--- src/rtl/mul_unit.sv ---
// mul_unit: four-stage pipelined RV32M integer multiplier (MUL/MULH/MULHSU/MULHU).
//
// Build option:
//   MUL_UNIT_MULH_EN  defined   -> full 33x33 signed datapath, upper-half ops honoured
//                     undefined -> low-half datapath only, every funct3 yields MUL
//
// Ports:
//   clk, rst_n          clock, asynchronous active-low reset
//   iss_mul_oper        launch a multiply this cycle
//   iss_ex_rega/regb    operands rs1 / rs2
//   iss_ex_funct3       000 MUL, 001 MULH, 010 MULHSU, 011 MULHU, others MUL
//   iss_ex_regdest      destination register
//   iss_ex_writereg     result writes the register file
//   wb_mul_ready        writeback accepts the tail result this cycle
//   mul_wb_valid/data/addr/writereg  tail (S4) result
//   mul_sb_release      scoreboard entry for mul_wb_addr clears this cycle (comb)
//   mul_iss_busy        launch cannot be accepted this cycle (comb)
//   mul_inflight        number of valid slots, 0..4 (comb from slot valids)
//   mul_err_overrun     sticky: a launch arrived while busy and was dropped
module mul_unit (
   input  logic        clk,
   input  logic        rst_n,
   input  logic        iss_mul_oper,
   input  logic [31:0] iss_ex_rega,
   input  logic [31:0] iss_ex_regb,
   input  logic [2:0]  iss_ex_funct3,
   input  logic [4:0]  iss_ex_regdest,
   input  logic        iss_ex_writereg,
   input  logic        wb_mul_ready,
   output logic        mul_wb_valid,
   output logic [31:0] mul_wb_data,
   output logic [4:0]  mul_wb_addr,
   output logic        mul_wb_writereg,
   output logic        mul_sb_release,
   output logic        mul_iss_busy,
   output logic [2:0]  mul_inflight,
   output logic        mul_err_overrun
);

   localparam int unsigned XLEN  = 32;
   localparam int unsigned HALF  = XLEN / 2;
   localparam int unsigned REG_W = 5;
   localparam int unsigned F3_W  = 3;
   localparam int unsigned NSLOT = 4;
   localparam int unsigned CNT_W = 3;

   // ------------------------------------------------------------------
   // Slot control: valid / funct3 / regdest / writereg, index 0 = S1
   // ------------------------------------------------------------------
   logic                        advance;
   logic                        accept;
   logic [NSLOT-1:0]            slot_valid;
   logic [NSLOT-1:0][F3_W-1:0]  slot_funct3;
   logic [NSLOT-1:0][REG_W-1:0] slot_dest;
   logic [NSLOT-1:0]            slot_wr;
   logic [F3_W-1:0]             s4_funct3_unused;

   // Whole pipe moves together; only a tail result refused by writeback stalls it
   assign advance = !(slot_valid[NSLOT-1] && !wb_mul_ready);
   assign accept  = slot_valid[NSLOT-1] && wb_mul_ready;

   // Shift register of per-slot control fields
   always_ff @(posedge clk or negedge rst_n) begin
      if (!rst_n) begin
         slot_valid  <= '0;
         slot_funct3 <= '0;
         slot_dest   <= '0;
         slot_wr     <= '0;
      end else if (advance) begin
         slot_valid  <= {slot_valid[NSLOT-2:0], iss_mul_oper};
         slot_funct3 <= {slot_funct3[NSLOT-2:0], iss_ex_funct3};
         slot_dest   <= {slot_dest[NSLOT-2:0], iss_ex_regdest};
         slot_wr     <= {slot_wr[NSLOT-2:0], iss_ex_writereg};
      end
   end

   // Result selection happens on the S3->S4 move, so the S4 copy is informational
   assign s4_funct3_unused = slot_funct3[NSLOT-1];

   // Sticky overrun: a launch offered while stalled is dropped
   always_ff @(posedge clk or negedge rst_n) begin
      if (!rst_n) begin
         mul_err_overrun <= 1'b0;
      end else if (iss_mul_oper && !advance) begin
         mul_err_overrun <= 1'b1;
      end
   end

`ifdef MUL_UNIT_MULH_EN
   // ------------------------------------------------------------------
   // Full datapath: 33x33 signed product built from 17x17 partials
   // ------------------------------------------------------------------
   localparam int unsigned OP_W  = XLEN + 1;
   localparam int unsigned PP_W  = 2 * (HALF + 1);
   localparam int unsigned SUM_W = 2 * XLEN;

   localparam logic [F3_W-1:0] F3_MULH   = 3'b001;
   localparam logic [F3_W-1:0] F3_MULHSU = 3'b010;
   localparam logic [F3_W-1:0] F3_MULHU  = 3'b011;

   logic                   a_sx;
   logic                   b_sx;
   logic [OP_W-1:0]        a_ext;
   logic [OP_W-1:0]        b_ext;
   logic [OP_W-1:0]        s1_a;
   logic [OP_W-1:0]        s1_b;
   logic signed [HALF:0]   a_lo;
   logic signed [HALF:0]   a_hi;
   logic signed [HALF:0]   b_lo;
   logic signed [HALF:0]   b_hi;
   logic signed [PP_W-1:0] pp_ll;
   logic signed [PP_W-1:0] pp_lh;
   logic signed [PP_W-1:0] pp_hl;
   logic signed [PP_W-1:0] pp_hh;
   logic signed [PP_W-1:0] s2_p_ll;
   logic signed [PP_W-1:0] s2_p_lh;
   logic signed [PP_W-1:0] s2_p_hl;
   logic signed [PP_W-1:0] s2_p_hh;
   logic [SUM_W-1:0]       sum;
   logic [SUM_W-1:0]       s3_sum;
   logic [XLEN-1:0]        res;
   logic [XLEN-1:0]        s4_data;

   // S1 operand extension: the 33rd bit is the sign only for signed operands
   always_comb begin
      a_sx = 1'b0;
      b_sx = 1'b0;
      case (iss_ex_funct3)
         F3_MULH: begin
            a_sx = 1'b1;
            b_sx = 1'b1;
         end
         F3_MULHSU: a_sx = 1'b1;
         default:   ;
      endcase
      a_ext = {a_sx & iss_ex_rega[XLEN-1], iss_ex_rega};
      b_ext = {b_sx & iss_ex_regb[XLEN-1], iss_ex_regb};
   end

   // S2 partials: low halves are non-negative, high halves carry the sign
   always_comb begin
      a_lo  = $signed({1'b0, s1_a[HALF-1:0]});
      a_hi  = $signed(s1_a[OP_W-1:HALF]);
      b_lo  = $signed({1'b0, s1_b[HALF-1:0]});
      b_hi  = $signed(s1_b[OP_W-1:HALF]);
      pp_ll = PP_W'(a_lo) * PP_W'(b_lo);
      pp_lh = PP_W'(a_lo) * PP_W'(b_hi);
      pp_hl = PP_W'(a_hi) * PP_W'(b_lo);
      pp_hh = PP_W'(a_hi) * PP_W'(b_hi);
   end

   // S3 sum; 64 bits is enough since only product[63:0] is ever selected
   assign sum = SUM_W'(s2_p_ll)
              + (SUM_W'(s2_p_lh) << HALF)
              + (SUM_W'(s2_p_hl) << HALF)
              + (SUM_W'(s2_p_hh) << XLEN);

   // S4 half select from the funct3 travelling alongside S3
   always_comb begin
      case (slot_funct3[NSLOT-2])
         F3_MULH, F3_MULHSU, F3_MULHU: res = s3_sum[SUM_W-1:XLEN];
         default:                      res = s3_sum[XLEN-1:0];
      endcase
   end

   // Datapath registers hold whenever the pipe stalls
   always_ff @(posedge clk or negedge rst_n) begin
      if (!rst_n) begin
         s1_a    <= '0;
         s1_b    <= '0;
         s2_p_ll <= '0;
         s2_p_lh <= '0;
         s2_p_hl <= '0;
         s2_p_hh <= '0;
         s3_sum  <= '0;
         s4_data <= '0;
      end else if (advance) begin
         s1_a    <= a_ext;
         s1_b    <= b_ext;
         s2_p_ll <= pp_ll;
         s2_p_lh <= pp_lh;
         s2_p_hl <= pp_hl;
         s2_p_hh <= pp_hh;
         s3_sum  <= sum;
         s4_data <= res;
      end
   end
`else
   // ------------------------------------------------------------------
   // Low-half datapath: only product[31:0]; sign handling is irrelevant
   // ------------------------------------------------------------------
   logic [XLEN-1:0] s1_a;
   logic [XLEN-1:0] s1_b;
   logic [XLEN-1:0] pp_ll;
   logic [HALF-1:0] pp_lh;
   logic [HALF-1:0] pp_hl;
   logic [XLEN-1:0] s2_p_ll;
   logic [HALF-1:0] s2_p_lh;
   logic [HALF-1:0] s2_p_hl;
   logic [XLEN-1:0] sum;
   logic [XLEN-1:0] s3_sum;
   logic [XLEN-1:0] s4_data;

   // S2 partials; cross terms only contribute their low 16 bits to the result
   always_comb begin
      pp_ll = XLEN'(s1_a[HALF-1:0]) * XLEN'(s1_b[HALF-1:0]);
      pp_lh = s1_a[HALF-1:0] * s1_b[XLEN-1:HALF];
      pp_hl = s1_a[XLEN-1:HALF] * s1_b[HALF-1:0];
   end

   assign sum = s2_p_ll + {s2_p_lh, {HALF{1'b0}}} + {s2_p_hl, {HALF{1'b0}}};

   // Datapath registers hold whenever the pipe stalls
   always_ff @(posedge clk or negedge rst_n) begin
      if (!rst_n) begin
         s1_a    <= '0;
         s1_b    <= '0;
         s2_p_ll <= '0;
         s2_p_lh <= '0;
         s2_p_hl <= '0;
         s3_sum  <= '0;
         s4_data <= '0;
      end else if (advance) begin
         s1_a    <= iss_ex_rega;
         s1_b    <= iss_ex_regb;
         s2_p_ll <= pp_ll;
         s2_p_lh <= pp_lh;
         s2_p_hl <= pp_hl;
         s3_sum  <= sum;
         s4_data <= s3_sum;
      end
   end
`endif

   // ------------------------------------------------------------------
   // Outputs
   // ------------------------------------------------------------------
   assign mul_wb_valid    = slot_valid[NSLOT-1];
   assign mul_wb_data     = s4_data;
   assign mul_wb_addr     = slot_dest[NSLOT-1];
   assign mul_wb_writereg = slot_wr[NSLOT-1];

   // x0 is never tracked by the scoreboard, so no release for it
   assign mul_sb_release  = accept && slot_wr[NSLOT-1] && (slot_dest[NSLOT-1] != '0);
   assign mul_iss_busy    = !advance;
   assign mul_inflight    = CNT_W'($countones(slot_valid));

endmodule

--- config.mk ---
export PLATFORM = sky130hd
export DESIGN_NAME = mul_unit
export DESIGN_NICKNAME = d
export VERILOG_FILES = /design/src/rtl/mul_unit.sv
export SDC_FILE = /design/constraint.sdc
export NUM_CORES = 2
export LEC_CHECK = 0
export CORE_MARGIN = 2
export CORE_UTILIZATION = 40
export CTS_CLUSTER_DIAMETER = 60
export DETAILED_ROUTE_END_ITERATION = 7
export PLACE_DENSITY = 0.66
export SYNTH_ARGS = -nofsm -noshare
export SYNTH_HDL_FRONTEND = slang
export SYNTH_SLANG_ARGS = --single-unit
export TNS_END_PERCENT = 100
--- constraint.sdc ---
create_clock -name clk -period 13.02 [get_ports clk]
set_input_delay 2.604 -clock clk [delete_from_list [all_inputs] [get_ports clk]]
set_output_delay 2.604 -clock clk [all_outputs]
set_load 0.005 [all_outputs]
==> impl_metrics.env <==
export IMPL_synth_edff_count=0
export IMPL_final_util=0.450
export IMPL_clock_path_buffers=3
export IMPL_path_cells="clkdlybuf4s50_1, nand2b_4, inv_6, clkdlybuf4s50_1"
export IMPL_numCtsBuffers=29
export IMPL_path_common_cell="clkdlybuf4s50_1"
export IMPL_cts_sinks=221
export IMPL_finalHoldViolations=0
export IMPL_synth_ff_type="dfrtp_1"
export IMPL_die_area_um2=65400
export IMPL_final_layout_size_suffix_gt1_frac=0.0309
export IMPL_post_route_period_util=0.580
export IMPL_core_um2=62900
export IMPL_cts_tree="done"
export IMPL_max_freq_mhz=132
export IMPL_placementRows=92
export IMPL_min_path_type="register to register"
export IMPL_syn_num_nets=3589
export IMPL_die_w_um=256
export IMPL_wl_per_cell_um=15.3
export IMPL_cap_violations=0
export IMPL_ios=122
export IMPL_dpl_cell_count=3768
export IMPL_final_area_um2=28300
export IMPL_dr_pass1_iters=7
export IMPL_io_buffers=118
export IMPL_routed_via_count=18400
export IMPL_crit_required_ns=10.42
export IMPL_status="finished, final reports clean"
export IMPL_ys_warn_count=0
export IMPL_path_max_fanout=135
export IMPL_worst_setup_path_type="input port to output port"
export IMPL_antenna_left=0
export IMPL_grt_max_degree=194
export IMPL_grt_pass1_wl_um=100000
export IMPL_multi_input_area_um2=17400
export IMPL_syn_area_per_cell_um2=8.68
export IMPL_n_antenna_cell=0
export IMPL_cpPeakStageDelay_ns=0.82
export IMPL_slew_viol_final=0
export IMPL_finalCriticalPeriod_ns=7.55
export IMPL_antenna_found_initial=0
export IMPL_totalWireLength_um=58400
export IMPL_post_cts_resized=0
export IMPL_synth_cell_types=52
export IMPL_synthesis_area_um2=25400
export IMPL_layoutNonFillerInstCount=3821
export IMPL_drtIter0Drc=1140
export IMPL_clk_pin_slew_ns=0.07
export IMPL_setup_violations_final=0
export IMPL_cts_setup_buffers=0
export IMPL_start_util=0.404
export IMPL_vias_per_cell=4.81
export IMPL_rsz0062_at_grt="no"
export IMPL_fillers=6190
export IMPL_area_growth_pct=11.5
export IMPL_grt_overflow=0
export IMPL_grt_pass1_vias=19400
export IMPL_gp_congestion=0.822
export IMPL_insertion_delay_ns=0.59
export IMPL_start_kind="input port"
export IMPL_grt_util_all_layers=0.186
export IMPL_critPathTopFamily="buffers and inverters"
export IMPL_path_buf_inv=3
export IMPL_dpl_cell_area_um2=27300
export IMPL_async_flop_share=1.00
export IMPL_drcViolationCount=0
export IMPL_dp_hpwl_um=42900
export IMPL_setup_worst_path_end_class="output port"
export IMPL_slew_headroom=0.341
export IMPL_ctsHtreeMaxLevel=1
export IMPL_arrival_ns=4.94
export IMPL_critPathSlowestCell="inv_6"
export IMPL_fin_worst_skew_ns=0.0134
export IMPL_finalNetCount=3619
export IMPL_syn_instance_count=2923
export IMPL_cts_root_buf="clkbuf_16"
export IMPL_ys_ff_latch=221
export IMPL_seqCellArea_um2=5530
export IMPL_seq_area_frac_synth=0.218
export IMPL_cts_hold_buffers=0
export IMPL_die_h_um=256
export IMPL_tightest_slew_ns=0.989
export IMPL_setup_tns_ns=0
[cell families (layout without fill, tap and decap cells)]
group,after synthesis,in the layout,share of synthesized area
and+or+nand+nor,1158,1158,0.198
buffers and inverters,642,694,0.0957
adders and majority gates,589,589,0.400
DFF,221,221,0.218
AOI/OAI and AO/OA,194,194,0.0472
xor gates and xnor gates,118,118,0.0407
muxes,1,1,0.000395
[flip-flops by register name (all words and copies together), names as in the netlist]
name / count
slot_dest: 15
slot_wr: 4
s1_b: 32
s1_a: 32
s2_p_hl: 16
mul_err_overrun: 1
s3_sum: 32
s2_p_lh: 16
mul_wb_addr: 5
slot_valid: 4
mul_wb_data: 32
s2_p_ll: 32
[Yosys cell counts, types with 2 or more instances]
library cell	count	area, um^2
nor3b_1	2	15.0
xor2_1	34	298
o31ai_1	4	30.0
nand4_1	3	18.8
buf_1	11	41.3
inv_1	492	1850
dfrtp_1	221	5530
o21ba_2	3	30.0
clkbuf_1	133	499
nor3_1	14	70.1
o21ai_0	42	210
nand2_1	814	3060
a211oi_1	8	60.1
o41ai_1	4	35.0
o21a_1	7	52.6
fa_1	371	7430
a21boi_0	3	22.5
and2_1	215	1350
a21oi_1	78	390
ha_1	218	2730
nand3_1	8	40.0
nor4_1	3	18.8
or3_1	6	37.5
o21bai_1	7	52.6
nor2b_1	6	37.5
buf_4	5	37.5
a31oi_1	2	12.5
nand2b_1	10	62.6
a221oi_1	2	17.5
nor2_1	71	267
o311a_1	3	30.0
xnor2_1	84	736
a21o_1	18	135
and3_1	2	12.5
o211ai_1	2	15.0
[final timing paths]
kind                                               end  slack [ns]  cells past startpoint                        start
max reg2reg                    s2_p_ll[30]$_DFFE_PN0N_        5.89                     22          s1_a[7]$_DFFE_PN0N_
min                        mul_err_overrun$_DFFE_PN0P_        0.46                      1  mul_err_overrun$_DFFE_PN0P_
min reg2reg                mul_err_overrun$_DFFE_PN0P_        0.46                      1  mul_err_overrun$_DFFE_PN0P_
min in group asynchronous         s1_a[23]$_DFFE_PN0N_        2.08                      1                        rst_n
max in group asynchronous       s2_p_lh[2]$_DFFE_PN0N_        8.89                      3                        rst_n
max                                       mul_iss_busy        5.47                      4                 wb_mul_ready
[worst reg2reg max path, delay by kind of cell, from the launching register on]
family                     cells  cell delay [ns]
xor gates and xnor gates       1             0.17
DFF                            1             0.74
adders and majority gates      7             3.19
and+or+nand+nor                2             0.28
AOI/OAI and AO/OA              7             2.02
buffers and inverters          5             0.59
[final cells by class]
cell class | instances | area share
multi-input combinational | 2060 | 0.616
sequential | 221 | 0.196
timing repair buffer | 148 | 0.0504
clock buffer | 32 | 0.0261
inverter | 493 | 0.0656
clock inverter | 21 | 0.00912
tap | 846 | 0.0374
[per-layer routing]
| metal | up-vias | part of all wire | GRT usage |
|---|---|---|---|
| li1 | 8769 | - | - |
| met5 | - | 0 | 0 |
| met1 | 9214 | 0.46 | 0.253 |
| met3 | 67 | 0.041 | 0.0222 |
| met4 | 0 | 0.020 | 0.0440 |
| met2 | 338 | 0.48 | 0.320 |
[per-stage QoR]
stage,hold slack (ns),setup WS (ns)
after floorplan,0.439,6.68
after global placement,0.438,5.44
after detailed placement,0.445,5.44
after CTS,0.460,5.44
after global routing,0.485,5.28
final,0.455,5.47
[layout by cell type, fill, tap and decap left out, drive strengths merged, types with 7 or more instances in the layout]
master         instances
nand2                814
inv                  503
fa                   371
dfrtp                221
ha                   218
and2                 215
clkdlybuf4s50        117
xnor2                 84
a21oi                 79
nor2                  71
o21ai                 43
xor2                  34
clkbuf                32
buf                   31
a21o                  18
nor3                  14
nand2b                10
nand3                  8
a211oi                 8
o21a                   7
o21bai                 7
or3                    7
Power is left out: the tool's default activity adds up to more than one toggle a clock period on the data nets, which glitch-free logic cannot reach.
